[config.mk]
export PLATFORM = sky130hd
export DESIGN_NAME = shared_ripple_adder_arbiter
export DESIGN_NICKNAME = d
export VERILOG_FILES = /design/src/rtl/shared_ripple_adder_arbiter.sv
export SDC_FILE = /design/constraint.sdc
export NUM_CORES = 1
export LEC_CHECK = 0
export BUFFER_PORTS_ARGS = -buffer_cell sky130_fd_sc_hd__buf_2
export CAP_MARGIN = 10
export CORE_UTILIZATION = 31
export DETAILED_ROUTE_END_ITERATION = 10
export GPL_TIMING_DRIVEN = 0
export PLACE_DENSITY = 0.57
export SYNTH_ARGS = -nofsm -noshare
export SYNTH_HDL_FRONTEND = slang
export SYNTH_SLANG_ARGS = --single-unit
export TNS_END_PERCENT = 20
[constraint.sdc]
create_clock -name clk -period 3.15 [get_ports clk]
set_input_delay 0.63 -clock clk [delete_from_list [all_inputs] [get_ports clk]]
set_output_delay 0.63 -clock clk [all_outputs]
set_load 0.01 [all_outputs]
[src/rtl/shared_ripple_adder_arbiter.sv]
// Round-robin shared ripple-carry adder: requesters stream multi-word additions
// LSW first, with the inter-word carry held between words of a locked frame.
module shared_ripple_adder_arbiter #(
    parameter int DATA_WIDTH = 4,
    parameter int INPUTS     = 2,
    localparam int ID_WIDTH  = (INPUTS <= 2) ? 1 : $clog2(INPUTS)
) (
    input  logic                         clk,
    input  logic                         rst,
    input  logic [INPUTS*DATA_WIDTH-1:0] in_a,
    input  logic [INPUTS*DATA_WIDTH-1:0] in_b,
    input  logic [INPUTS-1:0]            in_ci,
    input  logic [INPUTS-1:0]            in_last,
    input  logic [INPUTS-1:0]            in_vld,
    output logic [INPUTS-1:0]            in_rd,
    output logic [DATA_WIDTH-1:0]        out_s,
    output logic                         out_co,
    output logic                         out_last,
    output logic [ID_WIDTH-1:0]          out_id,
    output logic                         out_vld,
    input  logic                         out_rd
);

    localparam logic [0:0] ST_IDLE   = 1'b0;
    localparam logic [0:0] ST_LOCKED = 1'b1;

    logic [0:0]            r_state;
    logic [ID_WIDTH-1:0]   r_ptr;
    logic [ID_WIDTH-1:0]   r_grant;
    logic                  r_carry;

    logic                  w_free;
    logic                  w_found;
    logic [ID_WIDTH-1:0]   w_pick;
    int unsigned           w_best;
    int unsigned           w_dist;
    logic [ID_WIDTH-1:0]   w_sel;
    logic                  w_sel_vld;
    logic                  w_xfer;
    logic [DATA_WIDTH-1:0] w_a;
    logic [DATA_WIDTH-1:0] w_b;
    logic                  w_ci;
    logic                  w_last;
    logic [DATA_WIDTH:0]   w_sum;

    assign w_free = !out_vld || out_rd;

    // Priority is the distance from r_ptr+1 (mod INPUTS); the closest valid requester wins.
    always_comb begin
        w_found = 1'b0;
        w_pick  = '0;
        w_best  = INPUTS;
        w_dist  = 0;
        for (int unsigned i = 0; i < INPUTS; i++) begin
            w_dist = (i + INPUTS - 32'(r_ptr) - 1) % INPUTS;
            if (in_vld[i] && (w_dist < w_best)) begin
                w_best  = w_dist;
                w_found = 1'b1;
                w_pick  = ID_WIDTH'(i);
            end
        end
    end

    always_comb begin
        if (r_state == ST_LOCKED) begin
            w_sel     = r_grant;
            w_sel_vld = 1'b0;
        end else begin
            w_sel     = w_pick;
            w_sel_vld = w_found;
        end
        w_a    = '0;
        w_b    = '0;
        w_ci   = 1'b0;
        w_last = 1'b0;
        in_rd  = '0;
        for (int unsigned i = 0; i < INPUTS; i++) begin
            if (ID_WIDTH'(i) == w_sel) begin
                w_a    = in_a[i*DATA_WIDTH +: DATA_WIDTH];
                w_b    = in_b[i*DATA_WIDTH +: DATA_WIDTH];
                w_ci   = in_ci[i];
                w_last = in_last[i];
                if (r_state == ST_LOCKED) begin
                    w_sel_vld = in_vld[i];
                    in_rd[i]  = w_free;
                end else begin
                    in_rd[i]  = w_free && w_found;
                end
            end
        end
        if (r_state == ST_LOCKED) begin
            w_ci = r_carry;
        end
        w_xfer = w_free && w_sel_vld;
        w_sum  = {1'b0, w_a} + {1'b0, w_b} + {{DATA_WIDTH{1'b0}}, w_ci};
    end

    always_ff @(posedge clk) begin
        if (rst) begin
            r_state  <= ST_IDLE;
            r_ptr    <= ID_WIDTH'(INPUTS - 1);
            r_grant  <= '0;
            r_carry  <= 1'b0;
            out_vld  <= 1'b0;
            out_s    <= '0;
            out_co   <= 1'b0;
            out_last <= 1'b0;
            out_id   <= '0;
        end else begin
            if (w_free) begin
                out_vld <= w_xfer;
            end
            if (w_xfer) begin
                out_s    <= w_sum[DATA_WIDTH-1:0];
                out_co   <= w_sum[DATA_WIDTH];
                out_last <= w_last;
                out_id   <= w_sel;
                if (w_last) begin
                    r_state <= ST_IDLE;
                    r_ptr   <= w_sel;
                    r_carry <= 1'b0;
                end else begin
                    r_state <= ST_LOCKED;
                    r_grant <= w_sel;
                    r_carry <= w_sum[DATA_WIDTH];
                end
            end
        end
    end

endmodule
==> qor.csv, run 1 <==
metric,value,unit
status,"finished, final reports clean",
leakage,0.530,nW
h-tree-depth,1,
avgViaCountPerCell,4.63,
syn_area,818,sq um
rows,18,
clock_sinks,12,
drt_iter0_markers,5,
die_w,53.4,um
crit_path_max_fanout,10,
grt_util_all_layers,14.0,%
io_buffers,34,
grt_overflow,0,
cp-end-kind,flip-flop,
cp_cell_sequence,buf_2 > a21boi_1 > mux2i_4 > buf_4 > mux2_2 > fa_1 > inv_1 > fa_1 > inv_1 > a21o_1 > a21oi_1 > a211oi_1,
wirelength,1750,um
hold_path_class,reg2reg,
cts_buffer_depth,2,
drc,0,
die_area,2850,sq um
final_net_count,153,
dr.pass1.iters,4,
grt_pass1_vias,663,
yosys_warnings,0,
critical_path.max_stage_delay,0.44,ns
cp-start-kind,input port,
area_growth,32.3,%
path_buf_inv,4,
filler_cell_count,272,
fmax,0.351,GHz
grt_first_pass_wirelength,2860,um
yosysSeqAreaShare,29.4,%
antenna_found_initial,0,
cts_made_buffers,3,
die_h,53.4,um
io_pins,35,
min_period_over_period,90.5,%
cp.arrival,2.99,ns
diodes,0,
syn_nets,113,
antenna_left,0,
relSlewSlack,66.2,%
totalPowerFinal,0.000488,W
cts_root_buf,clkbuf_4,
cp_top_family,compound AO/OA/AOI/OAI gates,
syn_area_per_cell,9.86,sq um
max-cap-violations,0,
syn_inst,83,
power_density,450,nW/um^2
ir_drop,0.209,mV
hold_viol,0,
clk-insertion-delay-late,0.27,ns
finalSetupViolations,0,
fin_skew,0.00305,ns
synth_seq_cells,12,
cts_tree,built,
worstSetupPathType,in2reg,
rsz0062_at_grt,no,
slowest_stage,fa_1,
worstPathRequired,3.29,ns
yosysUniqueCellTypes,31,
start_util,33.0,%
slew_viol_final,0,
period_needed,2.85,ns
hold_ws,0.506,ns
drive_above_1_share,50.0,%
gp_congestion,0.694,
worstMarginPinSlew,0.506,ns
core,2480,sq um
grt_max_degree,11,
hpwlAfterDp,1350,um
vias,704,
fin_tns_setup,0,ns
path_clk_slew,0.08,ns
routedWlPerCell,11.5,um
==> per-layer routing <==
| layer | GRT usage, % | routed length [um] | part of all wire [%] |
|---|---|---|---|
| met3 | 2.87 | 89 | 5.1 |
| met2 | 23.1 | 822 | 47 |
| met5 | 0 | 0 | 0 |
| met4 | 5.26 | 0 | 0 |
| met1 | 17.5 | 838 | 48 |
==> Yosys cell counts <==
cell / n / area [sq um]
a2111oi_2: 1 / 15.0
a21o_1: 2 / 15.0
a221o_1: 1 / 10.0
mux2i_1: 3 / 30.0
dfxtp_1: 12 / 240
and3b_2: 1 / 10.0
a21oi_1: 4 / 20.0
o21ba_2: 1 / 10.0
buf_6: 1 / 11.3
a211oi_1: 4 / 30.0
nor3_1: 1 / 5.00
mux2_2: 10 / 113
nor3b_1: 1 / 7.51
nor2_1: 12 / 45.0
mux2i_2: 1 / 13.8
clkbuf_1: 1 / 3.75
mux2_4: 1 / 15.0
nor2b_1: 1 / 6.26
o31ai_1: 1 / 7.51
o41ai_2: 1 / 16.3
buf_2: 1 / 5.00
fa_1: 2 / 40.0
ha_1: 3 / 37.5
or3b_2: 2 / 17.5
xnor2_1: 1 / 8.76
a211oi_4: 1 / 20.0
a21boi_1: 1 / 7.51
xor2_1: 1 / 8.76
inv_1: 8 / 30.0
o21bai_1: 2 / 15.0
nand2_1: 1 / 3.75
==> final cells by class <==
| class | count | area [sq um] | area share (%) |
|---|---|---|---|
| Tap cell | 30 | 37.5 | 3.47 |
| Clock buffer | 4 | 36.3 | 3.35 |
| Multi-Input combinational cell | 60 | 537 | 49.6 |
| Inverter | 8 | 30.0 | 2.77 |
| Buffer | 3 | 22.5 | 2.08 |
| Sequential cell | 12 | 241 | 22.3 |
| Timing Repair Buffer | 35 | 178 | 16.4 |
==> worst paths after layout <==
| path | startpoint | endpoint | slack [ns] | cells after the start |
|---|---|---|---|---|
| worst max-delay path | in_vld[1] | out_co | 0.30 | 12 |
| worst min-delay path | out_id | out_id | 0.51 | 2 |
| worst max register to register | r_state | out_co | 0.42 | 10 |
| worst min register to register | out_id | out_id | 0.51 | 2 |
==> timing repair <==
action,in CTS,in global routing
endpoints found under the setup margin,1,2
cloned,0,0
hold buffers,0,0
buffers inserted,0,1
resized for setup,1,3
==> cell families after synthesis <==
logic type | count (synthesis) | share of synthesized area [%]
buffers and inverters | 11 | 6.12
multiplexers | 15 | 20.9
adder cells (fa/ha/maj) | 5 | 9.48
AO/OA/AOI/OAI | 19 | 20.3
AND/OR/NAND/NOR | 19 | 11.6
XOR/XNOR | 2 | 2.14
flip-flops | 12 | 29.4
==> flip-flops by register name, summed over array words and instances, names as in the netlist <==
signal    count
out_s         4
out_last      1
r_state       1
r_grant       1
out_co        1
r_carry       1
out_id        1
out_vld       1
r_ptr         1
==> where the power goes <==
part	internal, W	total (W)	switching [W]
Combinational	0.0000919	0.000178	0.0000866
Clock	0.0000702	0.000125	0.0000543
Sequential	0.000172	0.000185	0.0000127
Total	0.000334	0.000488	0.000154
==> tightest hold or removal path: stages, from the launching register on <==
cell      delay, ns
dfxtp_1        0.32
nor2_1         0.10
a211oi_1       0.05
==> cells in the final DEF, fill, tap and decap left out, types with 2 or more instances in the layout <==
master and n:
dfxtp_1 11, or3b_2 2, a211oi_1 4, clkbuf_4 3, inv_1 8, buf_2 34, mux2i_1 3, ha_1 3
mux2_2 10, fa_1 2, a21oi_1 4, buf_4 2, o21bai_1 2, a21o_1 2, nor2_1 12
==> stage by stage <==
| stage | worst slack (ns) | cells | instance area, sq um | utilization [%] |
|---|---|---|---|---|
| floorplan | 0.147 | 83 | 818 | - |
| global placement | -0.281 | 147 | 1030 | 41.4 |
| detailed placement | -0.321 | 147 | 1030 | 41.4 |
| CTS | 0.0832 | 151 | 1070 | 43.2 |
| global route | 0.0995 | 152 | 1080 | 43.7 |
| finish | 0.299 | 152 | 1080 | 43.7 |
Note: power is estimated with default switching activity, not from simulation.
==> run 2: changes to the inputs <==
CORE_UTILIZATION = 38   (was 31)
CTS_CLUSTER_DIAMETER = 60   (was not set)
PLACE_DENSITY = 0.68   (was 0.57)
==> qor.csv, run 2 (synthesis gave the netlist of run 1 again) <==
metric,value,unit
grt_first_pass_wirelength,3040,um
cts_setup_buffers,0,
clock_power_share,25.4,%
clk-insertion-delay-late,0.27,ns
placed_area,1020,sq um
die_w,48.4,um
cp.arrival,3.16,ns
rsz0062_at_grt,no,
grtUsageMet2,28.4,%
vias,735,
power.internal,0.000333,W
drt_iter0_markers,3,
cp-end-kind,flip-flop,
fmax,0.331,GHz
cts_made_buffers,3,
grt_overflow,0,
sw_frac_of_total,31.4,%
worstPathRequired,3.29,ns
path_clk_slew,0.08,ns
pwr-share-seq,37.8,%
hold_viol,0,
wirelength,1670,um
hold_path_class,reg2reg,
cp_cell_sequence,buf_2 > a21boi_1 > mux2i_4 > clkbuf_4 > mux2_2 > fa_1 > inv_1 > fa_1 > inv_1 > a21o_1 > a21oi_1 > a211oi_1,
ctsHoldBuffers,0,
max-cap-violations,0,
reg2reg_from,r_state,
diodes,0,
gp_congestion,0.728,
min_period_over_period,95.9,%
io_buffers,34,
fin_skew,0.00118,ns
cts_resized,1,
p_comb_share,36.7,%
fin_util,53.5,%
final_cell_mix,"buf_2, nor2_1, dfxtp_1",
switching_power,0.000153,W
start_util,40.9,%
routedWlPerCell,11.3,um
antenna_left,0,
stdcell_area,1070,sq um
grt_pass1_vias,705,
antenna_found_initial,0,
cts_root_buf,clkbuf_4,
finalSetupViolations,0,
cp_top_family,multiplexers,
worstMarginPinSlew,0.511,ns
grtUsageMet3,3.14,%
cp-start-kind,input port,
slowest_stage,fa_1,
grt_util_all_layers,16.7,%
slew_viol_final,0,
totalPowerFinal,0.000486,W
period_needed,3.02,ns
leakage,0.525,nW
critPathLaunch,in_vld[1],
drive_above_1_share,49.6,%
hpwlAfterDp,1350,um
core,2000,sq um
rrSetupSlack,0.25,ns
dr.pass1.iters,2,
hp-start,out_id,
rows,16,
io_pins,35,
final_net_count,152,
largest-register,out_s,
critical_path.max_stage_delay,0.43,ns
grt_busiest_layer,met2,
h-tree-depth,1,
die_h,48.4,um
grt_max_degree,11,
relSlewSlack,65.9,%
die_area,2340,sq um
worstSetupPathType,in2reg,
cts_tree,built,
hold_ws,0.499,ns
power_density,454,nW/um^2
clock_sinks,12,
ir_drop,0.229,mV
largest_register_ffs,4,
met1_usage,20.4,%
cts_buffer_depth,2,
final_common_cell,buf_2,
drc,0,
path_buf_inv,4,
avgViaCountPerCell,4.97,
status,"finished, final reports clean",
crit_path_max_fanout,10,
area_growth,30.9,%
## run 2: cell count changes in the layout (fill, tap and decap cells not counted)
cell / change
clkbuf_4: +1
buf_4: -2
## run 2: path summary, 6_finish.rpt
| kind | to | cells after the start |
|---|---|---|
| worst max-delay path | out_co | 12 |
| worst min register to register | out_id | 2 |
| worst min-delay path | out_id | 2 |
| worst max register to register | out_co | 10 |
## run 2: area by class of cell
cell class                      count  area (sq um)
Buffer                              3          22.5
Clock buffer                        4          36.3
Fill cell                         197           931
Inverter                            8          30.0
Multi-Input combinational cell     60           537
Sequential cell                    12           241
Tap cell                           27          33.8
Timing Repair Buffer               34           170
## run 2: through the flow
step	TNS (ns)	worst slack, ns	instances
floorplan	0	0.147	83
CTS	0	0.0779	148
detailed placement	-0.961	-0.342	144
global placement	-0.658	-0.258	144
finish	0	0.131	148
global route	0	0.00621	148
## run 2: power groups by stage
stage	combinational, W	sequential [W]	clock (W)
after floorplan	0.000115	0.000194	0
after detailed placement	0.000178	0.000187	0
after CTS	0.000180	0.000184	0.000129
after global routing	0.000200	0.000187	0.000139
after global placement	0.000172	0.000186	0
final	0.000178	0.000184	0.000124
## run 2: routing by layer
metal	up-vias	share of wire, %
met1	338	43
li1	370	-
met4	0	0.96
met2	25	50
met5	-	0
met3	2	5.5
## run 2: worst register-to-register path: cells and delay by family, from the launching register on
| family | cells | cell delay (ns) |
|---|---|---|
| muxes | 2 | 0.76 |
| adders and majority gates | 2 | 0.64 |
| AOI/OAI and AO/OA | 3 | 0.50 |
| DFF | 1 | 0.44 |
| buffers and inverters | 3 | 0.43 |
==> run 3: changes to the inputs <==
SETUP_SLACK_MARGIN = 0.5   (was not set)
==> qor.csv, run 3 (synthesis gave the netlist of run 1 again) <==
metric,value,unit
status,"finished, final reports clean",
start_util,40.9,%
cp.arrival,2.71,ns
cts_root_buf,clkbuf_4,
rsz0062_at_grt,no,
routedWlPerCell,12.1,um
avgViaCountPerCell,4.99,
fmax,0.390,GHz
fin_util,58.3,%
final_net_count,160,
drt_iter0_markers,4,
power_density,443,nW/um^2
antenna_found_initial,0,
max-cap-violations,0,
area_growth,42.7,%
cts_buffer_depth,2,
dr.pass1.iters,4,
relSlewSlack,63.1,%
die_area,2340,sq um
clock_sinks,12,
cp_cell_sequence,buf_2 > a21boi_4 > mux2i_4 > buf_6 > mux2_4 > fa_2 > inv_2 > fa_2 > inv_1 > a21o_1 > a21oi_2 > a211oi_2,
io_buffers,34,
cp-start-kind,input port,
grt_first_pass_wirelength,3160,um
leakage,0.576,nW
die_h,48.4,um
worstPathRequired,3.29,ns
clk-insertion-delay-late,0.28,ns
grt_pass1_vias,764,
final_cell_mix,"buf_2, nor2_1, dfxtp_1",
fin_skew,0.00182,ns
fin_tns_setup,0,ns
dp_slack,0.121,ns
antenna_left,0,
crit_path_max_fanout,7,
cts_made_buffers,3,
worstSetupPathType,in2reg,
filler_cell_count,191,
totalPowerFinal,0.000518,W
cp-end-kind,flip-flop,
drc,0,
die_w,48.4,um
gp_congestion,0.723,
ir_drop,0.224,mV
wirelength,1890,um
diodes,0,
setup_ws,0.585,ns
largest_register_ffs,4,
finalSetupViolations,0,
hpwlAfterDp,1400,um
worstMarginPinSlew,0.553,ns
period_needed,2.57,ns
grt_util_all_layers,17.4,%
rows,16,
dp.cells,144,
critical_path.max_stage_delay,0.40,ns
grt_max_degree,11,
final_common_cell,buf_2,
largest-register,out_s,
ctsHoldBuffers,0,
io_pins,35,
core,2000,sq um
reg2reg_depth,10,
drive_above_1_share,57.4,%
vias,778,
path_clk_slew,0.08,ns
instances_no_fill,156,
min_path_cells,2,
slowest_stage,fa_2,
min_period_over_period,81.4,%
hold_viol,0,
slew_viol_final,0,
h-tree-depth,1,
cts_tree,built,
hold_path_class,reg2reg,
path_common_cell,fa_2,
grt_overflow,0,
-- run 3: cell type report --
type	instances	area (sq um)	area share, %
Buffer	3	26.3	2.25
Inverter	8	30.0	2.57
Multi-Input combinational cell	60	569	48.8
Clock buffer	4	36.3	3.11
Tap cell	27	33.8	2.89
Timing Repair Buffer	42	230	19.7
Sequential cell	12	241	20.7
-- run 3: worst max-delay path: cells and delay by family --
kind,cells,cell delay (ns)
multiplexers,2,0.49
buffers and inverters,4,0.38
adder cells (fa/ha/maj),2,0.59
AO/OA/AOI/OAI,4,0.62
-- run 3: final timing paths --
| check | startpoint | endpoint | slack, ns |
|---|---|---|---|
| setup / recovery | in_vld[1] | out_co | 0.58 |
| hold / removal | out_id | out_id | 0.50 |
| setup reg to reg | r_state | out_co | 0.65 |
| hold reg to reg | out_id | out_id | 0.50 |
-- run 3: through the flow --
step | cell area [sq um] | hold slack (ns)
2_1_floorplan | 861 | 0.515
3_3_place_gp | 1060 | 0.474
3_5_place_dp | 1060 | 0.488
4_1_cts | 1110 | 0.502
5_1_grt | 1170 | 0.534
6_report | 1170 | 0.496
-- run 3: metal layers --
| layer | part of all wire [%] | global-route usage, % | vias to the layer above |
|---|---|---|---|
| met5 | 0 | 0 | - |
| met4 | 1.9 | 9.31 | 0 |
| met3 | 3.9 | 1.89 | 4 |
| met2 | 49 | 29.8 | 27 |
| met1 | 45 | 21.4 | 362 |
| li1 | - | - | 385 |
-- run 3: repair_timing --
action	in CTS	in global routing
resized for setup	1	1
endpoints found under the setup margin	3	2
setup buffers	1	7
pin swaps	0	3
-- run 3: power breakdown --
group          internal, W  switching, W  leakage (nW)
clock            0.0000703     0.0000555        0.0210
combinational     0.000110     0.0000962         0.456
sequential        0.000172     0.0000135        0.0995
